<file path="src/rtl/qr_sample.sv">
// qr_sample -- QR grid sampler.
//
// Sits after the finder-pattern search. On a start pulse it latches the
// code origin (tile address + pixel position inside the tile) and the
// module scale. It then walks the 25x25 module grid, issuing one image SRAM
// read per module, and emits the grid one 25-bit row at a time. Finally it
// pulses done.
//
// Ports:
//   clk        : clock, rising edge
//   rst        : asynchronous active-high reset
//   start      : one-cycle start pulse (ignored while busy)
//   scale      : 1 = 1 pixel per module, 0 = 2 pixels per module
//   find_addr  : top-left tile address, [4:0]=tile column, [9:5]=tile row
//   find_pos   : pixel inside that tile, [1:0]=x, [3:2]=y
//   sram_rdata : 4x4 tile read data, bit 4*(y%4)+(x%4), one-cycle latency
//   sram_raddr : registered SRAM read address
//   row_data   : sampled row, bit c = module column c (1 = dark)
//   row_idx    : row number of row_data
//   row_valid  : one-cycle strobe for row_data/row_idx
//   busy       : high from LOAD through DONE
//   done       : one-cycle pulse when the grid is complete
module qr_sample #(
    parameter int GRID      = 25,
    parameter int IMG_TILES = 32
) (
    input  logic        clk,
    input  logic        rst,
    input  logic        start,
    input  logic        scale,
    input  logic [9:0]  find_addr,
    input  logic [3:0]  find_pos,
    input  logic [15:0] sram_rdata,
    output logic [9:0]  sram_raddr,
    output logic [24:0] row_data,
    output logic [4:0]  row_idx,
    output logic        row_valid,
    output logic        busy,
    output logic        done
);

    localparam logic [4:0] LAST    = 5'(GRID - 1);
    localparam logic [7:0] IMG_PIX = 8'(IMG_TILES * 4);

    typedef enum logic [2:0] {
        S_IDLE,
        S_LOAD,
        S_SCAN,
        S_DRAIN,
        S_DONE
    } state_t;

    state_t      state_q, state_d;
    logic [7:0]  x0_q, x0_d;
    logic [7:0]  y0_q, y0_d;
    logic        scale_q, scale_d;
    // Coordinates of the module whose address is currently on sram_raddr.
    logic [4:0]  r_q, r_d;
    logic [4:0]  c_q, c_d;
    logic [7:0]  px_q, px_d;
    logic [7:0]  py_q, py_d;
    logic [9:0]  raddr_q, raddr_d;
    // Capture stage: describes the module whose data is on sram_rdata now.
    logic        cap_valid_q, cap_valid_d;
    logic [3:0]  cap_sel_q, cap_sel_d;
    logic        cap_oob_q, cap_oob_d;
    logic [4:0]  cap_c_q, cap_c_d;
    logic [4:0]  cap_r_q, cap_r_d;
    logic [24:0] shift_q, shift_d;
    logic [24:0] row_data_q, row_data_d;
    logic [4:0]  row_idx_q, row_idx_d;
    logic        row_valid_q, row_valid_d;

    logic [7:0]  pitch;
    logic [7:0]  load_x0;
    logic [7:0]  load_y0;
    logic        sample;

    always_comb begin
        state_d     = state_q;
        x0_d        = x0_q;
        y0_d        = y0_q;
        scale_d     = scale_q;
        r_d         = r_q;
        c_d         = c_q;
        px_d        = px_q;
        py_d        = py_q;
        raddr_d     = raddr_q;
        cap_valid_d = (state_q == S_SCAN);
        cap_sel_d   = {py_q[1:0], px_q[1:0]};
        cap_oob_d   = (px_q >= IMG_PIX) || (py_q >= IMG_PIX);
        cap_c_d     = c_q;
        cap_r_d     = r_q;
        shift_d     = shift_q;
        row_data_d  = row_data_q;
        row_idx_d   = row_idx_q;
        row_valid_d = 1'b0;
        sample      = 1'b0;

        pitch   = scale_q ? 8'd1 : 8'd2;
        load_x0 = {1'b0, find_addr[4:0], 2'b00} + {6'b0, find_pos[1:0]};
        load_y0 = {1'b0, find_addr[9:5], 2'b00} + {6'b0, find_pos[3:2]};

        case (state_q)
            S_IDLE: begin
                if (start) begin
                    state_d = S_LOAD;
                end
            end
            S_LOAD: begin
                // Module (0,0) address is prepared here so it is on the bus
                // in the first SCAN cycle.
                x0_d    = load_x0;
                y0_d    = load_y0;
                scale_d = scale;
                r_d     = 5'd0;
                c_d     = 5'd0;
                px_d    = load_x0;
                py_d    = load_y0;
                raddr_d = {load_y0[6:2], load_x0[6:2]};
                state_d = S_SCAN;
            end
            S_SCAN: begin
                if (r_q == LAST && c_q == LAST) begin
                    state_d = S_DRAIN;
                end else begin
                    if (c_q == LAST) begin
                        c_d  = 5'd0;
                        r_d  = r_q + 5'd1;
                        px_d = x0_q;
                        py_d = py_q + pitch;
                    end else begin
                        c_d  = c_q + 5'd1;
                        px_d = px_q + pitch;
                    end
                    // Off-image pixels still get a (truncated) read so the
                    // schedule never changes; the sample is zeroed later.
                    raddr_d = {py_d[6:2], px_d[6:2]};
                end
            end
            S_DRAIN: begin
                state_d = S_DONE;
            end
            S_DONE: begin
                state_d = S_IDLE;
            end
            default: begin
                state_d = S_IDLE;
            end
        endcase

        if (cap_valid_q) begin
            sample  = sram_rdata[cap_sel_q] & ~cap_oob_q;
            // Right shift: column 0 enters first and ends up in bit 0.
            shift_d = {sample, shift_q[24:1]};
            if (cap_c_q == LAST) begin
                row_data_d  = shift_d;
                row_idx_d   = cap_r_q;
                row_valid_d = 1'b1;
            end
        end
    end

    always_ff @(posedge clk or posedge rst) begin
        if (rst) begin
            state_q     <= S_IDLE;
            x0_q        <= '0;
            y0_q        <= '0;
            scale_q     <= 1'b0;
            r_q         <= '0;
            c_q         <= '0;
            px_q        <= '0;
            py_q        <= '0;
            raddr_q     <= '0;
            cap_valid_q <= 1'b0;
            cap_sel_q   <= '0;
            cap_oob_q   <= 1'b0;
            cap_c_q     <= '0;
            cap_r_q     <= '0;
            shift_q     <= '0;
            row_data_q  <= '0;
            row_idx_q   <= '0;
            row_valid_q <= 1'b0;
        end else begin
            state_q     <= state_d;
            x0_q        <= x0_d;
            y0_q        <= y0_d;
            scale_q     <= scale_d;
            r_q         <= r_d;
            c_q         <= c_d;
            px_q        <= px_d;
            py_q        <= py_d;
            raddr_q     <= raddr_d;
            cap_valid_q <= cap_valid_d;
            cap_sel_q   <= cap_sel_d;
            cap_oob_q   <= cap_oob_d;
            cap_c_q     <= cap_c_d;
            cap_r_q     <= cap_r_d;
            shift_q     <= shift_d;
            row_data_q  <= row_data_d;
            row_idx_q   <= row_idx_d;
            row_valid_q <= row_valid_d;
        end
    end

    assign sram_raddr = raddr_q;
    assign row_data   = row_data_q;
    assign row_idx    = row_idx_q;
    assign row_valid  = row_valid_q;
    assign busy       = (state_q != S_IDLE);
    assign done       = (state_q == S_DONE);

endmodule

</file>
<file path="config.mk">
export PLATFORM = sky130hd
export DESIGN_NAME = qr_sample
export DESIGN_NICKNAME = d
export VERILOG_FILES = /design/src/rtl/qr_sample.sv
export SDC_FILE = /design/constraint.sdc
export NUM_CORES = 1
export LEC_CHECK = 0
export ABC_AREA = 1
export CAP_MARGIN = 20
export CORE_AREA = 8 8 120 122
export CTS_CLUSTER_SIZE = 40
export DETAILED_ROUTE_END_ITERATION = 6
export DIE_AREA = 0 0 128 130
export PLACE_DENSITY = 0.6
export SYNTH_ARGS = -nofsm -noshare
export SYNTH_HDL_FRONTEND = slang
export SYNTH_SLANG_ARGS = --single-unit
export TNS_END_PERCENT = 10
</file>
<file path="constraint.sdc">
create_clock -name clk -period 3.4 [get_ports clk]
set_clock_uncertainty 0.05 [all_clocks]
set_input_delay 0.51 -clock clk [delete_from_list [all_inputs] [get_ports clk]]
set_output_delay 0.51 -clock clk [all_outputs]
set_load 0.03 [all_outputs]
</file>
==> results.md <==
* Run status: complete, no violations
* Worst r2r path cells at 11
* Layout cells sized above 1 at under 10%
* Critical Path End: done
* Worst Path Max Fanout at 3
* Slack of the critical path at 1.10 ns
* Post-Syn Nets at 610
* Iteration-0 DRC count of the detailed router at ~280
* Combined global-route utilization of all metal layers at 13.3%
* Worst max-slew margin expressed relative to the limit at 54.4%
* Peak supply drop at between 0.4 and 0.5 mV
* Area Growth Syn to Fin at 23.6%
* Worst min-delay path category: flip-flop to flip-flop
* Final Hold Violating Endpoints at 0
* Placement-stage worst setup slack at ~1.5 ns
* Routed Antenna Nets at 0
* Relative contribution of combinational cells to total power at 35.6%
* Yosys cell types at 34
* Final worst-path cycle share at 67.5%
* Post-layout total power at 4340 uW
* Total routed wirelength at 10.1 mm
* Chip Width at approximately 130 um
* Count of buffers from port buffering at 76
* Diode count at 0
* Power density relative to cell area at 718 mW/mm^2
* Max-cap violation count at 0
* Slack of the worst reg-to-reg path at 1.49 ns
* Post-synthesis instance area at 0.00488 sq mm
* Yosys Warn Count at 0
* Post-placement cell count at 793
* H-tree lvl count at 3
* Setup-failing EPs final at 0
* Postcts setup bufs at 0
* Data arrival time of the critical path at 1.74 ns
* Critical path endpoint category: output port
* Startpoint types: flip-flop
* Internal power at 2620 uW
* Finished Layout Cells at 808
* Clock root cell: sky130_fd_sc_hd__clkbuf_16
* Final-layout setup total negative slack at 0 ns
* CTS tree: yes
* Number of top-level design ports at 77
* Critical R2R Capture: py_q[1]
* Mean Syn Cell Area at 8.63 sq um
* Slew at the pin closest to its max-slew limit at approximately 0.7 ns
* Wire length of the first global-routing pass at about 18 mm
* Vias per cell at 4.62
* Overall via count from detail_route at 3729
* Leakage power at 0.00285 uW
* Core region area at ~0.012 sq mm
* Vias in the first global route at 3852
* Die extent in y at 130 um
* Launch point of the worst path: state_q[1]
* Proportion of synthesized chip area in sequential cells at 55.4%
* Minimum clock period at 2.30 ns
* Number of placement rows at 41
* Clk_lat worst skew at 0.34 ns
* Clock-pin slew of the registers on the worst-case setup and hold paths at 0.07 ns
* Sequential power share at 41.8%
* DR pass1 iterations at 4
* Average wire per standard cell at about 12 um
* Final Net Count at slightly below 700
* Overall die area at around 0.017 sq mm
* Initial standard-cell utilization of the core at 39.3%
* Hold Buf Count CTS at 0
* DP Wirelength at about 7.6 mm
* Num CTS Buffers at 9
* Max-slew violation count at 0
* Initial antenna violation count at 0
* Worst Setup Path Type: flip-flop to output port
* Dominant register cell in the synthesized netlist: sky130_fd_sc_hd__dfrtp_1
* Maximum achievable frequency at 436 MHz
* Synthesized instance count at 566
* Global placer's final weighted congestion at 0.786
* Gates resized, CTS repair at 0
* Number of buffers on the longest clock path at 2
* Critical Path RT at around 2.8 ns
* Switching Power at 1720 uW
* Gr ovfl total at 0
* Post-synth ARST share at 100%
* Clock group share of total power at 22.6%
* Setup repair after global routing missed its margin: false
* Number of synthesized flops with an enable pin at 0
* Sw Share at 39.6%
* DRC Markers at 0
* Clock Sinks at 108
* Pin count of the biggest net entering global routing at 57
* Number of storage elements in the synthesis netlist at around 110
* Launching point of the worst reg2reg path: c_q[0]
==> cell usage after synthesis (all sizes together) (2+ instances only) <==
library cell  number  area share [%]
ha                 8             2.1
nor2              19             1.6
o211ai             4            0.62
clkbuf            11            0.85
inv               79             6.2
a21oi              7            0.72
nand3             35             3.7
o21ai             71             7.4
nand4              3            0.38
fa                 2            0.82
xor2               7             1.3
nor3               5            0.74
nand2            187              15
buf               14             2.3
dfrtp            108              55
==> worst max-delay path, cell delays in order (launching register included) <==
cell and delay (ns):
sky130_fd_sc_hd__dfrtp_1 0.43, sky130_fd_sc_hd__inv_1 0.12, sky130_fd_sc_hd__nand2_1 0.06, sky130_fd_sc_hd__nor2_1 0.09
sky130_fd_sc_hd__clkdlybuf4s50_1 0.69
==> state kept, by name, summed over array words and instances (netlist names) <==
signal,cells
c_q,5
cap_c_q,5
cap_oob_q,1
cap_r_d,5
cap_r_q,5
cap_sel_q,4
cap_valid_q,1
px_q,8
py_q,8
row_data,25
row_idx,5
row_valid,1
scale_q,1
shift_q,24
state_q,3
x0_q,7
==> power by group through the flow <==
stage | sequential [uW] | clock, uW | combinational [uW]
detailed placement | 1840 | 0 | 1570
global placement | 1830 | 0 | 1530
global route | 1860 | 1060 | 1780
floorplan | 1770 | 0 | 1280
finish | 1810 | 978 | 1540
CTS | 1820 | 1010 | 1570
==> cell type report <==
cell class                      instances  area, sq um
Timing Repair Buffer                   80          803
Inverter                               80          312
Clock inverter                          6         53.8
Sequential cell                       108         2700
Multi-Input combinational cell        353         1720
Tap cell                              172          215
Clock buffer                            9          225
Fill cell                            1257         6380
==> cell families (layout without fill, tap and decap cells) <==
family / count (synthesis) / in the layout / share of synthesized area (%)
and+or+nand+nor: 251 / 251 / 21.9
DFF: 108 / 108 / 55.4
buffers and inverters: 105 / 175 / 9.43
AOI/OAI and AO/OA: 84 / 84 / 8.97
adders and majority gates: 10 / 10 / 2.87
xor gates and xnor gates: 8 / 8 / 1.44
==> worst min-delay path by stage <==
| stage | startpoint | endpoint | slack (ns) | cells after the start |
|---|---|---|---|---|
| after floorplan | c_q[1] | cap_c_q[1] | 0.33 | 0 |
| after global placement | c_q[1] | cap_c_q[1] | 0.34 | 0 |
| after detailed placement | c_q[1] | cap_c_q[1] | 0.34 | 0 |
| after CTS | c_q[1] | cap_c_q[1] | 0.36 | 0 |
| after global routing | c_q[1] | cap_c_q[1] | 0.38 | 0 |
| final | c_q[1] | cap_c_q[1] | 0.36 | 0 |
==> cells in the final DEF, fill, tap and decap left out, drive strengths merged, types with 2 or more instances in the layout <==
cell type	synthesis	final
xor2	7	7
nor2	19	19
nand2	187	187
nand4	3	3
nand3	35	35
inv	79	78
fa	2	2
ha	8	8
dfrtp	108	108
nor3	5	5
clkbuf	11	9
clkdlybuf4s50	0	76
clkinv	1	5
o211ai	4	4
a21oi	7	7
o21ai	71	71
clkinvlp	0	3
buf	14	4
==> metrics by stage <==
stage	instance area (sq um)	hold slack, ns	util, %
global placement	5760	0.340	46.4
floorplan	4890	0.328	-
CTS	6040	0.360	48.6
finish	6040	0.361	48.6
detailed placement	5760	0.344	46.4
global route	6040	0.376	48.6
==> metal layers <==
layer	global-route usage [%]	part of all wire (%)
met3	5.02	6.5
met5	0	0
met2	23.3	48
met1	15.1	44
met4	2.73	0.91
No activity file was read; power rests on OpenSTA's default activity.
